==> config.mk <==
export PLATFORM = sky130hd
export DESIGN_NAME = gcn_transformation_ctrl
export DESIGN_NICKNAME = d
export VERILOG_FILES = /design/src/rtl/gcn_transformation_ctrl.sv
export SDC_FILE = /design/constraint.sdc
export NUM_CORES = 1
export LEC_CHECK = 0
export CAP_MARGIN = 20
export CORE_MARGIN = 3
export CORE_UTILIZATION = 35
export DETAILED_ROUTE_END_ITERATION = 8
export PLACE_DENSITY_LB_ADDON = 0.12
export SLEW_MARGIN = 20
export SYNTH_ARGS = -nofsm -noshare
export SYNTH_HDL_FRONTEND = slang
export SYNTH_SLANG_ARGS = --single-unit
==> constraint.sdc <==
create_clock -name clk -period 1.7 [get_ports clk]
set_input_delay 0.51 -clock clk [delete_from_list [all_inputs] [get_ports clk]]
set_output_delay 0.51 -clock clk [all_outputs]
set_load 0.03 [all_outputs]
==> src/rtl/gcn_transformation_ctrl.sv <==
// -----------------------------------------------------------------------------
// gcn_transformation_ctrl
//
// Sequencer for the GCN feature-transformation stage (FM x WM).
// For each weight column it reads the column from external memory and loads it
// into the weight scratch pad. It then walks every feature row, reading the
// row and strobing the FM_WM result memory. The combinational dot-product
// datapath thus fills the FEATURE_ROWS x WEIGHT_COLS product matrix.
//
// Ports:
//   clk                 clock, all state on rising edge
//   reset               asynchronous active-low reset
//   start               level request, sampled only in IDLE and DONE
//   read_address        FM/WM memory address, 0 whenever enable_read=0
//   enable_read         memory read strobe (data valid the following cycle)
//   enable_scratch_pad  scratch pad captures the weight column this edge
//   enable_write_fm_wm  FM_WM memory writes the dot product this edge
//   fm_wm_write_row     result row index (current feature row)
//   fm_wm_write_col     result column index (current weight column)
//   busy                high in every state except IDLE and DONE
//   done                high in DONE
// -----------------------------------------------------------------------------
module gcn_transformation_ctrl #(
  parameter int FEATURE_ROWS          = 6,
  parameter int WEIGHT_COLS           = 3,
  parameter int ADDRESS_WIDTH         = 13,
  parameter int WEIGHT_BASE           = 0,
  parameter int FEATURE_BASE          = 512,
  parameter int COUNTER_FEATURE_WIDTH = $clog2(FEATURE_ROWS),
  parameter int COUNTER_WEIGHT_WIDTH  = $clog2(WEIGHT_COLS)
) (
  input  logic                             clk,
  input  logic                             reset,
  input  logic                             start,
  output logic [ADDRESS_WIDTH-1:0]         read_address,
  output logic                             enable_read,
  output logic                             enable_scratch_pad,
  output logic                             enable_write_fm_wm,
  output logic [COUNTER_FEATURE_WIDTH-1:0] fm_wm_write_row,
  output logic [COUNTER_WEIGHT_WIDTH-1:0]  fm_wm_write_col,
  output logic                             busy,
  output logic                             done
);

  typedef enum logic [2:0] {
    S_IDLE,
    S_READ_W,
    S_LOAD_W,
    S_READ_F,
    S_WRITE,
    S_DONE
  } state_t;

  state_t                           r_state;
  state_t                           w_state_nxt;
  logic [COUNTER_FEATURE_WIDTH-1:0] r_row;
  logic [COUNTER_FEATURE_WIDTH-1:0] w_row_nxt;
  logic [COUNTER_WEIGHT_WIDTH-1:0]  r_col;
  logic [COUNTER_WEIGHT_WIDTH-1:0]  w_col_nxt;
  logic                             w_row_last;
  logic                             w_col_last;

  assign w_row_last = (r_row == COUNTER_FEATURE_WIDTH'(FEATURE_ROWS - 1));
  assign w_col_last = (r_col == COUNTER_WEIGHT_WIDTH'(WEIGHT_COLS - 1));

  always_ff @(posedge clk or negedge reset) begin
    if (!reset) begin
      r_state <= S_IDLE;
      r_row   <= '0;
      r_col   <= '0;
    end else begin
      r_state <= w_state_nxt;
      r_row   <= w_row_nxt;
      r_col   <= w_col_nxt;
    end
  end

  // Next-state and Moore output decode; outputs depend only on r_state/r_row/r_col.
  always_comb begin
    w_state_nxt        = r_state;
    w_row_nxt          = r_row;
    w_col_nxt          = r_col;
    read_address       = '0;
    enable_read        = 1'b0;
    enable_scratch_pad = 1'b0;
    enable_write_fm_wm = 1'b0;
    busy               = 1'b1;
    done               = 1'b0;

    case (r_state)
      S_IDLE: begin
        busy = 1'b0;
        if (start) begin
          w_state_nxt = S_READ_W;
          w_row_nxt   = '0;
          w_col_nxt   = '0;
        end
      end
      S_READ_W: begin
        enable_read  = 1'b1;
        read_address = ADDRESS_WIDTH'(WEIGHT_BASE) + ADDRESS_WIDTH'(r_col);
        w_state_nxt  = S_LOAD_W;
      end
      S_LOAD_W: begin
        enable_scratch_pad = 1'b1;
        w_row_nxt          = '0;
        w_state_nxt        = S_READ_F;
      end
      S_READ_F: begin
        enable_read  = 1'b1;
        read_address = ADDRESS_WIDTH'(FEATURE_BASE) + ADDRESS_WIDTH'(r_row);
        w_state_nxt  = S_WRITE;
      end
      S_WRITE: begin
        enable_write_fm_wm = 1'b1;
        if (!w_row_last) begin
          w_row_nxt   = r_row + 1'b1;
          w_state_nxt = S_READ_F;
        end else if (!w_col_last) begin
          w_col_nxt   = r_col + 1'b1;
          w_row_nxt   = '0;
          w_state_nxt = S_READ_W;
        end else begin
          w_state_nxt = S_DONE;
        end
      end
      S_DONE: begin
        busy = 1'b0;
        done = 1'b1;
        // Hold until start drops so a held level cannot retrigger the sequence.
        if (!start) begin
          w_state_nxt = S_IDLE;
        end
      end
      default: begin
        busy        = 1'b0;
        w_state_nxt = S_IDLE;
      end
    endcase
  end

  assign fm_wm_write_row = r_row;
  assign fm_wm_write_col = r_col;

endmodule

==> results.rst, run 1 <==
.. list-table::
   :header-rows: 1

   * - Metric
     - Value
   * - Time the worst path needs with I/O delays and setup
     - about 1.8 ns
   * - Number of buffers inserted during clock tree synthesis
     - 3
   * - Number of hold buffers added after CTS
     - 0
   * - Clock tree skew after final layout
     - 0.00598 ns
   * - Layout-stage area growth over the synthesis result
     - 50.3%
   * - Core Util, Final
     - approximately three fifths
   * - Number of enable-type register cells in the synthesized netlist
     - 0
   * - Wire length of the first global-routing pass
     - roughly 2.4 mm
   * - Tcrit/Tclk final
     - 108%
   * - Setup crit end kind
     - output pin
   * - Crit Path Max Fanout
     - 4
   * - Arrival time at the worst endpoint
     - 1.32 ns
   * - Req. time, crit path
     - about 1.2 ns
   * - Core Area
     - ~0.0016 mm2
   * - Largest family of logic cells by synthesized area
     - simple AND/OR/NAND/NOR gates
   * - Drt drc
     - 0
   * - Clk sinks
     - 8
   * - Slack of the worst reg-to-reg path
     - 0.08 ns
   * - Vias
     - 604
   * - Area of the die
     - ~0.0023 mm2
   * - Final setup violation count
     - 5
   * - Area contributors post-synth
     - sky130_fd_sc_hd__dfrtp_1, sky130_fd_sc_hd__buf_4, sky130_fd_sc_hd__o21ai_0
   * - Fin Setup TNS
     - -0.314 ns
   * - Storage cell area
     - 200 um2
   * - Status
     - complete, but fails checks
   * - Count of final hold-check violations
     - 0
   * - Worst hold margin
     - ~0.54 ns
   * - Number of placement rows
     - 14
   * - Via count of the first global-routing pass
     - roughly 550
   * - Kind of start point of the critical path
     - flop
   * - Area fraction in compound gates after synthesis
     - 15.3%
   * - Synthesis-stage register bit count
     - 8
   * - Avg Synthesized Cell Area
     - 8.53 um2
   * - Chip Height
     - around 48 um
   * - Clock transition at the registers of the reported paths
     - roughly 0.06 ns
   * - Initial DRC Count
     - 4
   * - Avg Vias per Cell
     - a little over 5
   * - Remaining Overflow, GRT
     - 0
   * - Skew-Pair Late Insertion Delay
     - 0.26 ns
   * - Kind of critical path
     - flop to output pin
   * - Simple-gate share of the synthesized area
     - 26.7%
   * - Synth Instances
     - 72
   * - Final-report max-slew violation count
     - 0
   * - Number of cells on the worst reg-to-reg path
     - 4
   * - Post-synthesis cell type count
     - 37
   * - Crit path max-delay family
     - simple AND/OR/NAND/NOR gates
   * - Clock tree from TritonCTS
     - yes
   * - Crit path cell chain
     - or3b_4 > inv_4 > buf_6
   * - Library cell occupying the most area in the post-synthesis netlist
     - sky130_fd_sc_hd__dfrtp_1
   * - CP Buf/Inv Count
     - 2
   * - Drt first pass iters
     - 4
   * - Drt wl/cell
     - between 10 and 15 um
   * - Placer congestion estimate
     - 0.742
   * - Number of nets with antenna violations after detailed routing
     - 0
   * - Share of synthesized area occupied by flip-flops and latches
     - around a third
   * - Diodes inserted
     - 0
   * - Count of buffers inserted at the top-level ports
     - 16
   * - Effective utilization at floorplan
     - between 30 and 40%
   * - Syn. warnings
     - 0
   * - Standby leakage power
     - 0.471 nW
   * - Mux share of post-synthesis cell area
     - between 3 and 4%
   * - Power density over the cells
     - 1740 mW/mm2
   * - Final-layout fill cell count
     - around 140
   * - Max Fclk
     - between 500 and 600 MHz
   * - Endpoint of the worst-slack reg-to-reg timing path
     - fm_wm_write_col[1]
   * - Die width
     - 47.9 um
   * - Level count of the clock H-tree
     - 1
   * - Routed WL
     - between 1 and 1.5 mm
   * - Worst hold path class
     - primary input to asynchronous set/reset pin
   * - Number of max-cap violations
     - 0
   * - Post-synthesis adder-cell area fraction
     - a little over 2%
   * - Total I/O pin count
     - 26
   * - Max clock buf depth
     - 2
   * - Main flop type after synthesis
     - sky130_fd_sc_hd__dfrtp_1
   * - Fraction of final layout cells with drive strength greater than 1
     - a little under two fifths
   * - Xor/xnor cell area share of the yosys netlist
     - under 10%
   * - Antenna violations before repair
     - 0
   * - Number of nets in the finished design
     - around 110
   * - Largest net degree at the start of global routing
     - 9
   * - Worst supply voltage drop on vdd
     - roughly 1.0 mV
   * - Multi-input gate area
     - approximately 380 um2
   * - GRT Util Overall
     - 15.6%
   * - Violations in the final reports
     - setup timing
   * - Sum of net half-perimeters after detailed placement
     - 1.08 mm
   * - Clock tree root buffer cell
     - sky130_fd_sc_hd__clkbuf_4
   * - Proportion of synthesized flip-flops having asynchronous set or reset
     - 100%
   * - Area fraction of the dominant cell type after synthesis
     - 32.6%
   * - Worst setup slack after layout
     - -0.134 ns
   * - Stage delay of the slowest cell on the critical path
     - ~0.43 ns
   * - Slowest cell on the critical path
     - sky130_fd_sc_hd__or3b_4
   * - Cell area after synthesis
     - between 600 and 700 um2
   * - Worst reg2reg startpoint
     - r_state[0]
   * - RSZ-0062 raised after global routing
     - yes
## cells by family (layout without fill, tap and decap cells)
group	count (synthesis)	in the layout
compound gates	14	14
xor+xnor	2	2
fa+ha+maj	1	1
buf+inv	18	40
flops	8	8
mux	2	2
other cells	1	9
simple gates	26	26
## sequential cells by signal, summed over array words and instances, names as in the netlist
signal	count
fm_wm_write_col	2
fm_wm_write_row	3
r_state	3
## metrics by stage
step	cell area [um2]	total power, mW	setup WS [ns]	cells
floorplan	666	0.932	-0.0816	80
global placement	786	1.21	0.0428	106
detailed placement	786	1.21	0.0223	106
CTS	905	1.57	-0.130	116
global route	923	1.71	-0.163	118
finish	923	1.61	-0.134	118
## layout make-up
type | instances | share of cell area, %
repair buffers | 31 | 29.9
well taps | 16 | 2.17
inverters | 6 | 2.98
clock buffers | 3 | 2.44
flip-flops and latches | 8 | 21.7
multi-input cells | 54 | 40.8
## what timing repair did
action,4_1_cts,5_1_grt
pin swaps,1,0
buffers inserted,7,2
resized for setup,19,1
setup endpoints to repair,10,9
## routing by layer
metal / GRT usage [%] / part of all wire, % / vias to the layer above
li1: - / - / 297
met1: 19.6 / 45 / 282
met2: 24.8 / 48 / 23
met3: 3.38 / 6.1 / 2
met4: 8.06 / 0.61 / 0
met5: 0 / 0 / -
## layout by cell type (no fill, tap or decap), types with 3 or more instances in the layout
| cell type | instances |
|---|---|
| sky130_fd_sc_hd__buf_4 | 16 |
| sky130_fd_sc_hd__conb_1 | 9 |
| sky130_fd_sc_hd__buf_6 | 9 |
| sky130_fd_sc_hd__dfrtp_1 | 8 |
| sky130_fd_sc_hd__o21ai_0 | 5 |
| sky130_fd_sc_hd__inv_1 | 4 |
| sky130_fd_sc_hd__dlygate4sd2_1 | 4 |
| sky130_fd_sc_hd__nand2b_1 | 3 |
| sky130_fd_sc_hd__clkbuf_4 | 3 |
## power breakdown
group | total [mW] | internal (mW) | switching, mW
Sequential | 0.321 | 0.243 | 0.0780
Clock | 0.152 | 0.0812 | 0.0707
Combinational | 1.13 | 0.537 | 0.596
Total | 1.61 | 0.862 | 0.745
## worst reg2reg max path, delay by kind of cell, from the launching register on
| family | cells | cell delay (ns) |
|---|---|---|
| buffers and inverters | 1 | 0.16 |
| AND/OR/NAND/NOR | 2 | 0.88 |
| flip-flops | 1 | 0.42 |
| AO/OA/AOI/OAI | 1 | 0.08 |
## synth_stat cells (all sizes together), types with 2 or more instances
cell type   n
o21ai       6
or2         2
clkbuf      2
nor3        2
dfrtp       8
or4         2
nand3b      2
nor2        3
nand2b      3
inv         6
buf        10
nand2       3
a21o        2
mux2i       2
## how the worst max path moves through the flow
| stage | depth (start not counted) | to | from |
|---|---|---|---|
| floorplan | 4 | read_address[2] | r_state[1] |
| global placement | 4 | fm_wm_write_col[1] | start |
| detailed placement | 4 | fm_wm_write_col[1] | start |
| CTS | 3 | enable_write_fm_wm | r_state[0] |
| global route | 3 | enable_write_fm_wm | r_state[0] |
| finish | 3 | enable_write_fm_wm | r_state[0] |
No activity file was read; power rests on OpenSTA's default activity.
==> inputs of run 2 (changes only) <==
Settings changed: CORE_UTILIZATION 35 to 41.
==> run 2 against run 1 <==
The run still ends with setup timing left; sequential power fell by 4%; core utilization rose by 12 points; total power rose by 2.5%; sequential share of layout area fell by 0.39 points; design area rose by 3.1%; die area fell by 13%; register-to-register slack got worse by 0.02 ns; critical path depth did not move; flip-flop and latch count did not move; hold slack improved by 0.0014 ns; non-clock buffer count rose by 5; largest power group unchanged.
==> results.rst, run 2 (same netlist as run 1, synthesis figures left out) <==
.. list-table::
   :header-rows: 1

   * - Metric
     - Value
   * - Placer congestion estimate
     - approximately 0.8
   * - Worst supply voltage drop on vdd
     - ~0.85 mV
   * - Clk sinks
     - 8
   * - Standby leakage power
     - roughly 0.5 nW
   * - Skew-Pair Late Insertion Delay
     - 0.25 ns
   * - Drt wl/cell
     - about 12 um
   * - Number of nets with antenna violations after detailed routing
     - 0
   * - Number of placement rows
     - 13
   * - Total I/O pin count
     - 26
   * - Max clock buf depth
     - 2
   * - Count of buffers inserted at the top-level ports
     - 16
   * - Top library cells by usage in the layout, fill and taps aside
     - sky130_fd_sc_hd__buf_4, sky130_fd_sc_hd__conb_1, sky130_fd_sc_hd__dfrtp_1, sky130_fd_sc_hd__buf_6
   * - Arrival time at the worst endpoint
     - 1.30 ns
   * - Flop pwr share
     - approximately a fifth
   * - Routed WL
     - approximately 1.5 mm
   * - Largest net degree at the start of global routing
     - 11
   * - Max Fclk
     - approximately 550 MHz
   * - Wire length of the first global-routing pass
     - 2.30 mm
   * - Clock transition at the registers of the reported paths
     - ~0.060 ns
   * - Kind of critical path
     - flop to output pin
   * - Kind of start point of the critical path
     - flop
   * - Stage delay of the slowest cell on the critical path
     - ~0.44 ns
   * - Tcrit/Tclk final
     - 106%
   * - Power density over the cells
     - ~1700 mW/mm2
   * - Violations in the final reports
     - setup timing
   * - Net switching component of the power
     - 0.732 mW
   * - Post-DP Area
     - between 800 and 900 um2
   * - Layout-stage area growth over the synthesis result
     - 55.0%
   * - Status
     - complete, but fails checks
   * - Crit path max-delay family
     - flip-flops
   * - Number of nets in the finished design
     - 113
   * - Endpoint of the worst-slack reg-to-reg timing path
     - fm_wm_write_col[1]
   * - Count of final hold-check violations
     - 0
   * - Crit path cell chain
     - or3b_4 > inv_2 > buf_6
   * - Req. time, crit path
     - between 1 and 1.5 ns
   * - Switch share
     - between 40 and 50%
   * - Clock share of power
     - under 10%
   * - Clock tree skew after final layout
     - 0.00549 ns
   * - Area of the die
     - approximately 0.002 mm2
   * - Clock tree from TritonCTS
     - yes
   * - Worst hold path class
     - primary input to asynchronous set/reset pin
   * - Remaining Overflow, GRT
     - 0
   * - Final setup violation count
     - 5
   * - CP Buf/Inv Count
     - 2
   * - Diodes inserted
     - 0
   * - Effective utilization at floorplan
     - 45.5%
   * - Most common library cell in the layout ignoring fill and taps
     - sky130_fd_sc_hd__buf_4
   * - Via count of the first global-routing pass
     - 551
   * - Part of the total power dissipated in combinational logic
     - 72.5%
   * - Post-Place Setup Slack
     - approximately 0.047 ns
   * - Level count of the clock H-tree
     - 1
   * - Internal power
     - between 0.9 and 1 mW
   * - Drt first pass iters
     - 4
   * - Core Area
     - ~0.0014 mm2
   * - Drt drc
     - 0
   * - Worst reg2reg startpoint
     - r_state[0]
   * - GRT Util Overall
     - 15.9%
   * - Initial DRC Count
     - 16
   * - Sum of net half-perimeters after detailed placement
     - approximately 1.1 mm
   * - Die width
     - 44.7 um
   * - Vias
     - a little over 600
   * - Number of hold buffers added after CTS
     - 0
   * - Antenna violations before repair
     - 0
   * - Slack of the worst reg-to-reg path
     - about 0.060 ns
   * - RSZ-0062 raised after global routing
     - yes
   * - Worst setup slack after layout
     - -0.108 ns
   * - Worst setup startpoint
     - r_state[0]
   * - Crit Path Max Fanout
     - 5
   * - Slowest cell on the critical path
     - sky130_fd_sc_hd__dfrtp_2
   * - Area of all placed cells without fillers
     - about 950 um2
   * - Final-report max-slew violation count
     - 0
   * - Fraction of final layout cells with drive strength greater than 1
     - about 43%
   * - Clock tree root buffer cell
     - sky130_fd_sc_hd__clkbuf_4
   * - Number of cells on the worst reg-to-reg path
     - 4
   * - Time the worst path needs with I/O delays and setup
     - 1.81 ns
   * - Setup crit end kind
     - output pin
   * - Avg Vias per Cell
     - about 5.0
   * - Fin Setup TNS
     - -0.225 ns
   * - Chip Height
     - 44.7 um
   * - Number of max-cap violations
     - 0
   * - Number of buffers inserted during clock tree synthesis
     - 3
run 2: changes by cell type in the layout (fill, tap and decap cells not counted), sizes merged:
cell         delta
buf             +4
dlygate4sd2     +1
run 2: layout make-up:
class	instances	area [um2]
fillers	107	398
multi-input cells	54	379
repair buffers	36	304
flip-flops and latches	8	203
inverters	6	25.0
clock buffers	3	22.5
well taps	15	18.8
run 2: worst max path at each step:
| stage | end | slack [ns] | cells past startpoint |
|---|---|---|---|
| after floorplan | read_address[2] | -0.08 | 4 |
| after global placement | fm_wm_write_row[0] | 0.06 | 4 |
| after detailed placement | fm_wm_write_col[1] | 0.05 | 4 |
| after CTS | enable_write_fm_wm | -0.1 | 3 |
| after global routing | enable_write_fm_wm | -0.12 | 3 |
| final | enable_write_fm_wm | -0.11 | 3 |
run 2: per-stage QoR:
| stage | util (%) | power (mW) | hold slack, ns | std cells |
|---|---|---|---|---|
| floorplan | - | 0.932 | 0.214 | 80 |
| finish | 70.5 | 1.65 | 0.542 | 122 |
| CTS | 68.2 | 1.58 | 0.547 | 119 |
| global route | 70.5 | 1.74 | 0.566 | 122 |
| detailed placement | 60.5 | 1.25 | 0.590 | 109 |
| global placement | 60.5 | 1.25 | 0.581 | 109 |
run 2: repair_timing:
item,4_1_cts,5_1_grt
resized for setup,17,2
setup buffers,7,3
pin swaps,3,3
endpoints found under the setup margin,12,7
endpoints found under the hold margin,0,0
run 2: power groups by stage:
stage | Combinational (mW) | Clock [mW] | Sequential (mW)
after floorplan | 0.611 | 0 | 0.321
after global placement | 0.940 | 0 | 0.307
after global routing | 1.27 | 0.153 | 0.313
after detailed placement | 0.947 | 0 | 0.306
final | 1.19 | 0.146 | 0.307
after CTS | 1.13 | 0.149 | 0.300
run 2: layer usage:
metal	part of all wire, %	GRT usage, %	up-vias	wire (um)
li1	-	-	306	-
met4	0.75	9.04	0	11
met1	47	20.9	275	688
met3	6.7	2.79	2	99
met5	0	0	-	0
met2	46	24.4	21	675
